`config.mk`:
```
export PLATFORM = sky130hd
export DESIGN_NAME = upsample_2x2_stream
export DESIGN_NICKNAME = d
export VERILOG_FILES = /design/src/rtl/upsample_2x2_stream.sv
export SDC_FILE = /design/constraint.sdc
export NUM_CORES = 1
export LEC_CHECK = 0
export BUFFER_PORTS_ARGS = -buffer_cell sky130_fd_sc_hd__buf_2
export CORE_UTILIZATION = 55
export DETAILED_ROUTE_END_ITERATION = 7
export PLACE_DENSITY = 0.72
export SLEW_MARGIN = 20
export SYNTH_ARGS = -nofsm -noshare
export SYNTH_HDL_FRONTEND = slang
export SYNTH_SLANG_ARGS = --single-unit
```
`constraint.sdc`:
```
create_clock -name clk -period 5.8 [get_ports clk]
set_input_delay 0.87 -clock clk [delete_from_list [all_inputs] [get_ports clk]]
set_output_delay 0.87 -clock clk [all_outputs]
set_load 0.005 [all_outputs]
```
`src/rtl/upsample_2x2_stream.sv`:
```
// 2x2 nearest-neighbour / zero-insert upsampler for 22-bit signed raster streams.
// Each input row is emitted twice. The bottom copy is replayed from a one-row line buffer.
module upsample_2x2_stream #(
  parameter int IN_WIDTH  = 16,
  parameter int IN_HEIGHT = 16,
  parameter bit ZERO_FILL = 1'b0
) (
  input  logic               clk,
  input  logic               rst,
  input  logic               start_signal,
  input  logic               pixel_valid,
  input  logic signed [21:0] pixel_in,
  output logic               in_ready,
  output logic signed [21:0] result_out,
  output logic               result_valid,
  output logic               result_last,
  output logic               done_signal,
  output logic               busy
);

  localparam int XW = (IN_WIDTH > 1) ? $clog2(IN_WIDTH) : 1;
  localparam int YW = (IN_HEIGHT > 1) ? $clog2(IN_HEIGHT) : 1;
  localparam logic [XW-1:0] X_LAST = XW'(IN_WIDTH - 1);
  localparam logic [YW-1:0] Y_LAST = YW'(IN_HEIGHT - 1);

  typedef enum logic [1:0] {IDLE, ROW_TOP, ROW_BOT, DONE} state_t;

  state_t             state;
  logic [XW-1:0]      in_x;
  logic [YW-1:0]      in_y;
  logic               dup;
  logic signed [21:0] hold;
  logic signed [21:0] line_buf [IN_WIDTH];
  logic               accept;

  assign in_ready = (state == ROW_TOP) && !dup;
  assign accept   = in_ready && pixel_valid;
  assign busy     = (state != IDLE);

  // The line buffer is deliberately left out of reset. Every entry is rewritten before it is read.
  always_ff @(posedge clk) begin
    if (accept) line_buf[in_x] <= pixel_in;
  end

  // done_signal is raised while leaving DONE, so it lands the cycle after result_last.
  always_ff @(posedge clk) begin
    if (rst) begin
      state        <= IDLE;
      in_x         <= '0;
      in_y         <= '0;
      dup          <= 1'b0;
      hold         <= '0;
      result_out   <= '0;
      result_valid <= 1'b0;
      result_last  <= 1'b0;
      done_signal  <= 1'b0;
    end else begin
      case (state)
        IDLE: begin
          result_valid <= 1'b0;
          result_last  <= 1'b0;
          done_signal  <= 1'b0;
          if (start_signal) begin
            state <= ROW_TOP;
            in_x  <= '0;
            in_y  <= '0;
            dup   <= 1'b0;
          end
        end
        ROW_TOP: begin
          result_last <= 1'b0;
          done_signal <= 1'b0;
          if (!dup) begin
            if (accept) begin
              hold         <= pixel_in;
              result_out   <= pixel_in;
              result_valid <= 1'b1;
              dup          <= 1'b1;
            end else begin
              result_valid <= 1'b0;
            end
          end else begin
            result_out   <= ZERO_FILL ? '0 : hold;
            result_valid <= 1'b1;
            dup          <= 1'b0;
            if (in_x == X_LAST) begin
              in_x  <= '0;
              state <= ROW_BOT;
            end else begin
              in_x <= in_x + 1'b1;
            end
          end
        end
        ROW_BOT: begin
          done_signal  <= 1'b0;
          result_out   <= ZERO_FILL ? '0 : line_buf[in_x];
          result_valid <= 1'b1;
          dup          <= ~dup;
          if (dup) begin
            if (in_x == X_LAST) begin
              in_x <= '0;
              dup  <= 1'b0;
              if (in_y == Y_LAST) begin
                state       <= DONE;
                result_last <= 1'b1;
              end else begin
                in_y  <= in_y + 1'b1;
                state <= ROW_TOP;
              end
            end else begin
              in_x <= in_x + 1'b1;
            end
          end
        end
        DONE: begin
          result_valid <= 1'b0;
          result_last  <= 1'b0;
          done_signal  <= 1'b1;
          state        <= IDLE;
        end
        default: state <= IDLE;
      endcase
    end
  end

endmodule

```
==> After elaboration in Yosys (flattened, before gate mapping) <==
Memory sizes are Yosys's and may differ from the RTL's. A register that Yosys moved wholly into a read port is not among the register bits.
Cells that the tools add are included.
{ "op_classes": {"add_sub_neg": 2, "n_eq_ne": 14, "n_mux": 34, "bitwise_logic": 1, "n_reduce_logical": 20} }
{ "ops": {"columns": ["op", "count"], "rows": [
  ["2-to-1 mux 22 bit", 2],
  ["one-hot mux 22 bit (2 select lines)", 1],
  ["2-to-1 mux 4 bit", 8],
  ["one-hot mux 4 bit (2 select lines)", 2],
  ["2-to-1 mux 2 bit", 6],
  ["!= test 2 bit (second input constant)", 6],
  ["2-to-1 mux 1 bit", 10],
  ["AND reduction 5 bit", 2],
  ["AND reduction 3 bit", 3],
  ["adder 4 x 1 -> 4 bit (second input constant)", 2],
  ["== test 4 bit (second input constant)", 2],
  ["one-hot mux 2 bit (4 select lines)", 1],
  ["nonzero test 2 bit", 4],
  ["one-hot mux 1 bit (3 select lines)", 2],
  ["OR reduction 3 bit", 2],
  ["== test 2 bit (second input constant)", 2],
  ["!= test 2 x 1 -> 1 bit (second input constant)", 2],
  ["one-hot mux 1 bit (2 select lines)", 2],
  ["AND reduction 2 bit", 2],
  ["OR reduction 2 bit", 2],
  ["!= test 3 bit (second input constant)", 1],
  ["nonzero test 3 bit", 1],
  ["== test 2 x 1 -> 1 bit (second input constant)", 1],
  ["logical AND 1 bit", 2],
  ["3 further kinds", 3]
]} }
{ "totals": {"reg_bits": 58, "mem_bits_rw": 352, "output_inout_bits": 27, "word_cells": 81, "n_memories": 1} }
{ "memory_table": {"columns": ["memory", "depth", "width", "read_ports", "rd_clocked_by_memory_dff", "wr", "line", "rtl"], "rows": [
  ["line_buf", 16, 22, 1, 1, 1, "33", "logic signed [21:0] line_buf [IN_WIDTH];"]
]} }

==> Longest topological paths before layout <==
Gate-level depths: netlist of run 1.
{ "depth": {"ltp_word": 6, "mapped_depth": 9, "ltp_nobuf": 6} }

==> Worst setup path before layout of run 1 <==
Ideal clock, no wire load.
{ "synth_path": {"path_type": "input to register", "from": "in pixel_valid", "to": "mem line_buf[12][0], enable pin", "t_arrival_ns": 1.916, "required_time_ns": 5.419, "path_slack_ns": 3.503, "path_stages": 4, "n_path_buf": 1, "path_cell_list": "and2_1 > clkbuf_1 > and3_1 > and2_1"} }
{ "synth_between": {"elab_chain_cells": 3} }
{ "synth_lines": {"columns": ["item", "line", "rtl"], "rows": [
  ["from (decl)", "11", "input logic pixel_valid,"],
  ["logical AND 1 bit", "37", "assign accept = in_ready && pixel_valid;"],
  ["2-to-1 mux 1 bit", "42", "if (accept) line_buf[in_x] <= pixel_in;"],
  ["2-to-1 mux 1 bit (implied by the code)", "42", null],
  ["to (decl)", "33", null]
]} }
No other way between the ends.

==> Worst setup path after layout of run 1 <==
{ "layout_path": {"from": "reg state[1]", "to": "mem line_buf[4][15], enable pin"} }
{ "layout_between": {"elab_chain_cells": 5} }
{ "layout_lines": {"columns": ["item", "line", "rtl"], "rows": [
  ["from (decl)", "28", "state_t state;"],
  ["from (signal assigned)", "48", "state <= IDLE;"],
  ["from (signal assigned)", "64", "state <= ROW_TOP;"],
  ["from (signal assigned)", "88", "state <= ROW_BOT;"],
  ["== test 2 x 1 -> 1 bit", "36", "assign in_ready = (state == ROW_TOP) && !dup;"],
  ["logical AND 1 bit", "36", null],
  ["logical AND 1 bit", "37", null],
  ["2-to-1 mux 1 bit", "42", null],
  ["2-to-1 mux 1 bit (implied by the code)", "42", null]
]} }
No other way between the ends.

==> results of run 1 <==
==> final timing paths <==
kind / depth (start not counted) / endpoint / slack (ns) / from
worst max-delay path: 7 / line_buf[4][15] / 2.52 / state[1]
worst min-delay path: 2 / hold[15] / 0.46 / hold[15]
worst max register to register: 7 / line_buf[4][15] / 2.52 / state[1]
worst min register to register: 2 / hold[15] / 0.46 / hold[15]
==> sequential cells by signal (all words and copies together), names as in the netlist, 2 cells and up, named ones only <==
| name | cells |
|---|---|
| result_out | 22 |
| line_buf | 352 |
| hold | 22 |
| in_x | 4 |
| in_y | 4 |
| state | 2 |
==> Yosys cell counts (6+ instances only) <==
master	number
sky130_fd_sc_hd__nor2_1	9
sky130_fd_sc_hd__buf_2	24
sky130_fd_sc_hd__a211oi_2	18
sky130_fd_sc_hd__o21ai_0	10
sky130_fd_sc_hd__clkbuf_1	24
sky130_fd_sc_hd__mux4_2	88
sky130_fd_sc_hd__dfxtp_1	62
sky130_fd_sc_hd__inv_1	8
sky130_fd_sc_hd__mux2i_1	24
sky130_fd_sc_hd__nand3_1	6
sky130_fd_sc_hd__o22ai_1	20
sky130_fd_sc_hd__nand2_1	50
sky130_fd_sc_hd__ha_1	10
sky130_fd_sc_hd__and2_1	17
sky130_fd_sc_hd__a211oi_1	25
sky130_fd_sc_hd__edfxtp_1	352
sky130_fd_sc_hd__nor2b_1	25
sky130_fd_sc_hd__a21oi_1	52
sky130_fd_sc_hd__a211o_1	20
==> cell families (layout without fill, tap and decap cells) <==
group	after synthesis	after routing
flops	414	414
compound gates	155	155
simple gates	129	129
mux	112	112
buf+inv	67	155
fa+ha+maj	10	10
xor+xnor	2	2
==> stage by stage <==
step / hold WS, ns / util (%) / power [uW] / cells
global route: 0.471 / 63.4 / 7280 / 1361
global placement: 0.443 / 58.3 / 4360 / 1281
CTS: 0.457 / 63.3 / 7070 / 1360
finish: 0.458 / 63.4 / 7040 / 1361
floorplan: 0.436 / - / 4060 / 889
detailed placement: 0.450 / 58.5 / 4390 / 1282
==> power groups by stage <==
stage | Sequential (uW) | Combinational, uW | Clock [uW]
floorplan | 3500 | 559 | 0
global placement | 3560 | 808 | 0
detailed placement | 3560 | 835 | 0
CTS | 3500 | 843 | 2740
global route | 3500 | 914 | 2860
finish | 3490 | 840 | 2710
==> area by class of cell <==
cell class | instances | area, um2 | share of cell area, %
well taps | 384 | 480 | 2.62
multi-input cells | 408 | 4180 | 22.8
clock inverters | 18 | 164 | 0.894
inverters | 8 | 30.0 | 0.164
repair buffers | 69 | 420 | 2.29
flip-flops and latches | 414 | 11800 | 64.5
clock buffers | 60 | 1230 | 6.73
==> layer usage <==
metal,global-route usage [%],vias to the layer above,wire [um]
met5,0,-,0
met4,7.09,0,836
met3,4.27,65,2730
met2,35.5,349,16300
met1,37.7,4414,15900
li1,-,3699,-
==> critical path, stage by stage, from the launching register on <==
cell                      delay (ns)
sky130_fd_sc_hd__dfxtp_1        0.34
sky130_fd_sc_hd__inv_1          0.11
sky130_fd_sc_hd__ha_1           0.25
sky130_fd_sc_hd__nor2b_1        0.21
sky130_fd_sc_hd__nand2_1        0.61
sky130_fd_sc_hd__nor3_1         0.49
sky130_fd_sc_hd__and2_1         0.57
sky130_fd_sc_hd__buf_4          0.35
==> results.cfg, run 1 <==
[timing]
unrepaired_setup_endpoints_after_global_routing = no
tightest_slew_ns = 0.997
hold_violations_final = 0
final_max_slew_viols = 0
setup_ws_ns = 2.52
final.setup_skew_ns = 0.0223
max_clock_freq_mhz = 305
ratio_of_final_minimum_period_to_clock_period_pct = 56.6
post-route-min-period_ns = 3.28
finalSetupViolations = 0
setup_total_negative_slack_ns = 0
slew-limit-headroom_pct = 33.4

[detailed_routing]
drtIter0Drc = 901
drt.antenna.violating_nets = 0
wl_per_cell_um = 26.3
drt_pass1_iterations = 5
drt-vias-per-instance = 6.27
remaining_drc_errors = 0
num_vias = 8527
finalWirelength_um = 35700

[final_layout]
post_route_cells_drive_above_1_share_pct = 25.9
num-fill-cells = 1983
final_area_um2 = 18300
insertedDiodeCount = 0
num-nets-final = 979
layout.cells.most_common_list = sky130_fd_sc_hd__edfxtp_1 (352), sky130_fd_sc_hd__mux4_2 (88), sky130_fd_sc_hd__dfxtp_1 (58), sky130_fd_sc_hd__a21oi_1 (52), sky130_fd_sc_hd__buf_2 (52)
area.growth.synth_to_final_pct = 12.4
final_common_cell = sky130_fd_sc_hd__edfxtp_1

[yosys]
synthTopCellsByArea = sky130_fd_sc_hd__edfxtp_1 (65%), sky130_fd_sc_hd__mux4_2 (12%), sky130_fd_sc_hd__dfxtp_1 (7.6%), sky130_fd_sc_hd__a21oi_1 (1.6%), sky130_fd_sc_hd__mux2i_1 (1.5%)
basic_gate_share_of_the_synthesized_area_counting_and_or_nand_and_nor_cells_pct = 4.18
synth_enable_flop_cells = 352
syn_area_um2 = 16300
synthesized_area_fraction_occupied_by_ao_oa_aoi_and_oai_cells_pct = 6.86
synth_adder_area_share_pct = 0.767
synth-main-ff-cell = sky130_fd_sc_hd__edfxtp_1
post_synth_mux_area_share_pct = 13.6
synthCells = 889
synth_nets = 925
ys.warnings.count = 0
post_synth_xor_xnor_area_pct = 0.107
synth_top_family_by_area = multiplexers
post_synthesis_sequential_area_ratio_pct = 72.4
synth_largest_area_cell = sky130_fd_sc_hd__edfxtp_1
synth.distinct_cells = 43
synth_async_sr_flop_share_pct = 0
mean_instance_size_in_the_synthesized_netlist_um2 = 18.3
synth.top_cell.area_share_pct = 64.8
yosys_register_bits = 414

[grt]
grtUsageTotal_pct = 24.3
maximum_number_of_pins_on_one_net_before_global_route_repair = 63
first_global_vias = 8311
antenna_found_initial = 0
grt_remaining_overflow = 0
grt_pass1_wl_um = 53900

[power_and_ir_drop]
seqPwrFrac_pct = 49.6
internal_power_uw = 5320
switchingPower_uw = 1720
irDropWorstVdd_mv = 0.229
switching_power_as_a_share_of_total_power_pct = 24.5
power.density_cell_area_nw_per_um2 = 384
clockPowerShare_pct = 38.5
comb_power_share_pct = 11.9
cellLeakagePower_uw = 0.00581

[setup_path]
crit_required_ns = 6.01
worstPathArrival_ns = 3.50
worstSetupStartpointType = flip-flop
timing.setup.critical_path_class = flip-flop to flip-flop
critPathCaptureType = flip-flop
worst-path-max-fanout = 25

[clocking]
clock_tree.htree_level_count = 2
cts_tree = built
clk_pin_slew_worst_paths_ns = 0.06
root_buffer = sky130_fd_sc_hd__clkbuf_16
tritoncts_num_sinks = 414
post-cts-setup-buffers = 0
postCtsResizedCells = 0
cts_hold_repair.buffers = 0
cts.path.max_buffers = 3
tritoncts.num_buffers = 42
clock_latency_ns = 0.54

[die]
floorplan.initialDensity_pct = 56.3
placement_rows = 62
core_region_area_um2 = 28900
ioPinCount = 53
height_of_the_die_um = 174
die-width_um = 174
dieArea_um2 = 30300

[job]
cap_viol_max_count = 0

[placed_design]
placement.io_buffers = 52
post-place-ws_ns = 2.47
final_weighted_congestion_of_routability_driven_global_placement = 0.785
placed_cell_area_um2 = 16900
detailed_place_hpwl_um = 21100

[outcome]
run_status = complete, no violations

[hold_path]
worst_hold_path_type = flip-flop to flip-flop
(Power assumes the default switching activity.)
==> run 2: changes to the inputs <==
==> constraint.sdc (replaced) <==
create_clock -name clk -period 3.4 [get_ports clk]
set_input_delay 0.51 -clock clk [delete_from_list [all_inputs] [get_ports clk]]
set_output_delay 0.51 -clock clk [all_outputs]
set_load 0.005 [all_outputs]
==> results.cfg, run 2 (synthesized netlist as in run 1, its figures left out) <==
[outcome]
run_status = complete, no violations

[timing]
setup_total_negative_slack_ns = 0
final_max_slew_viols = 0
max_clock_freq_mhz = 369
final.setup_skew_ns = 0.0111
finalSetupViolations = 0
ratio_of_final_minimum_period_to_clock_period_pct = 79.6
hold_violations_final = 0
post-route-min-period_ns = 2.71
slew-limit-headroom_pct = 26.1
unrepaired_setup_endpoints_after_global_routing = no
tightest_slew_ns = 1.11

[clocking]
cts_tree = built
tritoncts_num_sinks = 414
clock_latency_ns = 0.53
clk_pin_slew_worst_paths_ns = 0.06
cts_hold_repair.buffers = 0
clock_tree.htree_level_count = 2
post-cts-setup-buffers = 0
root_buffer = sky130_fd_sc_hd__clkbuf_16
cts.path.max_buffers = 3
tritoncts.num_buffers = 41
postCtsResizedCells = 0

[power_and_ir_drop]
seqPwrFrac_pct = 51.5
clockPowerShare_pct = 35.9
internal_power_uw = 8660
switchingPower_uw = 2870
irDropWorstVdd_mv = 0.367
cellLeakagePower_uw = 0.00584
comb_power_share_pct = 12.7
switching_power_as_a_share_of_total_power_pct = 24.9
power.density_cell_area_nw_per_um2 = 629

[final_layout]
finalNonFillerCells = 1381
post_route_cells_drive_above_1_share_pct = 26.2
layout.cells.most_common_list = sky130_fd_sc_hd__edfxtp_1 (352), sky130_fd_sc_hd__mux4_2 (88), sky130_fd_sc_hd__dfxtp_1 (58), sky130_fd_sc_hd__a21oi_1 (52), sky130_fd_sc_hd__buf_2 (52)
largest-register = line_buf
area.growth.synth_to_final_pct = 12.5
final_common_cell = sky130_fd_sc_hd__edfxtp_1
postLayoutCoreUtil_pct = 63.4
num-nets-final = 1001
largest_register_ffs = 352
insertedDiodeCount = 0
reg_top3 = line_buf x352, hold x22, result_out x22

[die]
height_of_the_die_um = 174
core_region_area_um2 = 28900
floorplan.initialDensity_pct = 56.3
die-width_um = 174
dieArea_um2 = 30300
placement_rows = 62
ioPinCount = 53

[detailed_routing]
drtIter0Drc = 1160
remaining_drc_errors = 0
wl_per_cell_um = 27.0
num_vias = 8658
drt-vias-per-instance = 6.27
drt_pass1_iterations = 5
drt.antenna.violating_nets = 0
finalWirelength_um = 37300

[placed_design]
placement.io_buffers = 52
place.detailed.instances = 1306
final_weighted_congestion_of_routability_driven_global_placement = 0.877
detailed_place_hpwl_um = 23500

[setup_path]
timing.setup.critical_path_class = flip-flop to flip-flop
crit_required_ns = 3.63
critPathCaptureType = flip-flop
slowest_delay_ns = 0.59
worst-path-max-fanout = 15
worstSetupStartpointType = flip-flop
worstPathArrival_ns = 2.94
crit_path_cell_trace = inv_1 > ha_1 > nor2b_1 > nand2_1 > nor3_1 > and2_1 > buf_12
critical_path.slowest_cell = sky130_fd_sc_hd__nor3_1

[hold_path]
worst_hold_path_type = input port to flip-flop

[grt]
antenna_found_initial = 0
maximum_number_of_pins_on_one_net_before_global_route_repair = 50
first_global_vias = 8779
grtUsageTotal_pct = 25.8
grt_pass1_wl_um = 56900
grt_remaining_overflow = 0

[job]
cap_viol_max_count = 0
==> run 2: changes by cell type in the layout (fill, tap and decap cells not counted), sizes merged <==
cell and delta:
buf +23, clkinvlp +1, bufinv -3, clkbuf -3
inv +1, clkinv +1
==> run 2: power groups by stage <==
| stage | registers, uW | clock network, uW | logic (uW) |
|---|---|---|---|
| 4_1_cts | 5930 | 4200 | 1460 |
| 3_3_place_gp | 6030 | 0 | 1410 |
| 2_1_floorplan | 5960 | 0 | 954 |
| 5_1_grt | 5950 | 4390 | 1600 |
| 3_5_place_dp | 6030 | 0 | 1440 |
| 6_report | 5930 | 4130 | 1460 |
==> run 2: stage by stage <==
stage | power [uW] | area [um2] | hold WS (ns) | setup WS [ns]
after detailed placement | 7480 | 17100 | 0.453 | 0.804
after CTS | 11600 | 18300 | 0.376 | 0.788
after global placement | 7440 | 17100 | 0.444 | 0.879
after floorplan | 6920 | 16300 | 0.436 | 1.13
after global routing | 11900 | 18300 | 0.414 | 0.506
final | 11500 | 18300 | 0.385 | 0.692
==> run 2: layout make-up <==
| type | count | area (um2) |
|---|---|---|
| fill | 1984 | 10600 |
| clock inverter | 18 | 91.3 |
| sequential | 414 | 11800 |
| inverter | 8 | 30.0 |
| multi-input combinational | 408 | 4170 |
| clock buffer | 57 | 1140 |
| tap | 384 | 480 |
| timing repair buffer | 92 | 611 |
==> run 2: worst paths after layout <==
| path | from | to | slack (ns) | cells past startpoint |
|---|---|---|---|---|
| min reg2reg | hold[0] | hold[0] | 0.46 | 2 |
| max reg2reg | state[1] | line_buf[5][7] | 0.69 | 7 |
| min | start_signal | in_x[2] | 0.39 | 4 |
| max | state[1] | line_buf[5][7] | 0.69 | 7 |
==> run 2: critical path: cells and delay by family, from the launching register on <==
family / cells / cell delay (ns)
simple gates: 4 / 1.50
buf+inv: 2 / 0.34
fa+ha+maj: 1 / 0.22
flops: 1 / 0.34
==> run 2: metal layers <==
metal  global-route usage, %  part of all wire (%)  vias up
met1                    38.9                    43     4447
li1                        -                     -     3746
met3                    4.35                   8.9       60
met4                    6.21                   1.7        0
met5                       0                     0        -
met2                    39.7                    47      405
==> run 3: changes to the inputs <==
==> constraint.sdc (replaced) <==
create_clock -name clk -period 2.7 [get_ports clk]
set_input_delay 0.405 -clock clk [delete_from_list [all_inputs] [get_ports clk]]
set_output_delay 0.405 -clock clk [all_outputs]
set_load 0.005 [all_outputs]
==> results.cfg, run 3 (synthesized netlist as in run 1, its figures left out) <==
[outcome]
run_status = complete, no violations

[clocking]
post-cts-setup-buffers = 0
clk_pin_slew_worst_paths_ns = 0.07
tritoncts.num_buffers = 42
cts_hold_repair.buffers = 0
clock_tree.htree_level_count = 2
cts_tree = built
root_buffer = sky130_fd_sc_hd__clkbuf_16
postCtsResizedCells = 0
cts.path.max_buffers = 3
clock_latency_ns = 0.54
tritoncts_num_sinks = 414

[final_layout]
area.growth.synth_to_final_pct = 14.3
largest-register = line_buf
final_area_um2 = 18600
insertedDiodeCount = 0
final_common_cell = sky130_fd_sc_hd__edfxtp_1
postLayoutCoreUtil_pct = 64.4
post_route_cells_drive_above_1_share_pct = 27.3
reg_top3 = line_buf x352, hold x22, result_out x22
layout.cells.most_common_list = sky130_fd_sc_hd__edfxtp_1 (352), sky130_fd_sc_hd__mux4_2 (88), sky130_fd_sc_hd__dfxtp_1 (58), sky130_fd_sc_hd__a21oi_1 (52), sky130_fd_sc_hd__buf_2 (52)
num-nets-final = 1011
largest_register_ffs = 352

[hold_path]
hold_path.startpoint = start_signal
worst_hold_path_type = input port to flip-flop

[timing]
setup_ws_ns = 0.252
hold_violations_final = 0
finalSetupViolations = 0
final_max_slew_viols = 0
unrepaired_setup_endpoints_after_global_routing = no
ratio_of_final_minimum_period_to_clock_period_pct = 90.7
setup_total_negative_slack_ns = 0
tightest_slew_ns = 0.854
slew-limit-headroom_pct = 42.9
max_clock_freq_mhz = 408
post-route-min-period_ns = 2.45
hold_ws_ns = 0.267
final.setup_skew_ns = 0.0248

[grt]
grt_pass1_wl_um = 53600
grt_remaining_overflow = 0
antenna_found_initial = 0
first_global_vias = 8532
maximum_number_of_pins_on_one_net_before_global_route_repair = 39
grtUsageTotal_pct = 24.0

[detailed_routing]
route.layer.met1.wl_um = 15000
met2_wirelength_um = 17400
num_vias = 8590
finalWirelength_um = 35400
drtIter0Drc = 801
top_signal_layer_used = met4
wl_per_cell_um = 25.5
drt-vias-per-instance = 6.17
drt.antenna.violating_nets = 0
drt_pass1_iterations = 5
remaining_drc_errors = 0
met3WireLength_um = 2270

[power_and_ir_drop]
cellLeakagePower_uw = 0.00597
power.density_cell_area_nw_per_um2 = 804
irDropWorstVdd_mv = 0.530

[setup_path]
rr_startpoint = state[0]
timing.setup.critical_path_class = flip-flop to flip-flop
critical_path.startpoint = state[0]
reg2reg_setup_slack_ns = 0.25
slowest_delay_ns = 0.67
crit_required_ns = 3.05
crit_path_cell_trace = inv_1 > ha_1 > buf_4 > nand2_1 > nor2_4 > a2111oi_0
worstPathArrival_ns = 2.80
worst-path-max-fanout = 27
timing.critical_path.buf_inv = 2
worstSetupStartpointType = flip-flop
critical_path.slowest_cell = sky130_fd_sc_hd__nor2_4
critPathCaptureType = flip-flop
critical_path.top_delay_family = simple AND/OR/NAND/NOR gates

[placed_design]
post-place-ws_ns = 0.291
final_weighted_congestion_of_routability_driven_global_placement = 0.830
placed_cell_area_um2 = 17300
placement.io_buffers = 52
detailed_place_hpwl_um = 21800

[die]
placement_rows = 62
core_region_area_um2 = 28900
dieArea_um2 = 30300
floorplan.initialDensity_pct = 56.3
height_of_the_die_um = 174
die-width_um = 174
ioPinCount = 53

[job]
cap_viol_max_count = 0
==> run 3: cell count changes in the layout (fill, tap and decap cells not counted), sizes merged <==
cell,previous run,this run
buf,92,101
bufinv,0,4
clkbuf,57,60
clkinv,14,10
clkinvlp,3,1
inv,9,10
==> run 3: where the power goes <==
part / internal [uW] / leakage [uW] / switching (uW) / total, uW
combinational: 729 / 0.00164 / 1090 / 1820
clock: 3400 / 0.000663 / 2300 / 5700
sequential: 7240 / 0.00367 / 226 / 7460
total: 11400 / 0.00597 / 3620 / 15000
==> run 3: metal layers <==
metal	global-route usage, %	vias up
li1	-	3760
met1	34.1	4468
met2	39.2	297
met3	3.65	65
met4	6.54	0
met5	0	-
==> run 3: worst paths after layout <==
kind | end | cells past startpoint
max reg2reg | result_out[21] | 6
min | flip-flop | 4
max | result_out[21] | 6
min reg2reg | hold[5] | 2
==> run 3: worst min-delay path: stages <==
cell	delay [ns]
sky130_fd_sc_hd__buf_2	0.10
sky130_fd_sc_hd__nand2_1	0.09
sky130_fd_sc_hd__nor2_1	0.09
sky130_fd_sc_hd__nor3_1	0.07
==> run 3: layout make-up <==
type / count / area, um2
Tap cell: 384 / 480
Multi-Input combinational cell: 408 / 4170
Clock inverter: 17 / 188
Inverter: 8 / 30.0
Fill cell: 1952 / 10300
Clock buffer: 60 / 1170
Sequential cell: 414 / 11800
Timing Repair Buffer: 101 / 778
==> run 3: per-stage QoR <==
stage | power (uW) | instances
2_1_floorplan | 8710 | 889
3_3_place_gp | 9350 | 1315
3_5_place_dp | 9410 | 1315
4_1_cts | 15100 | 1392
5_1_grt | 15500 | 1392
6_report | 15000 | 1392
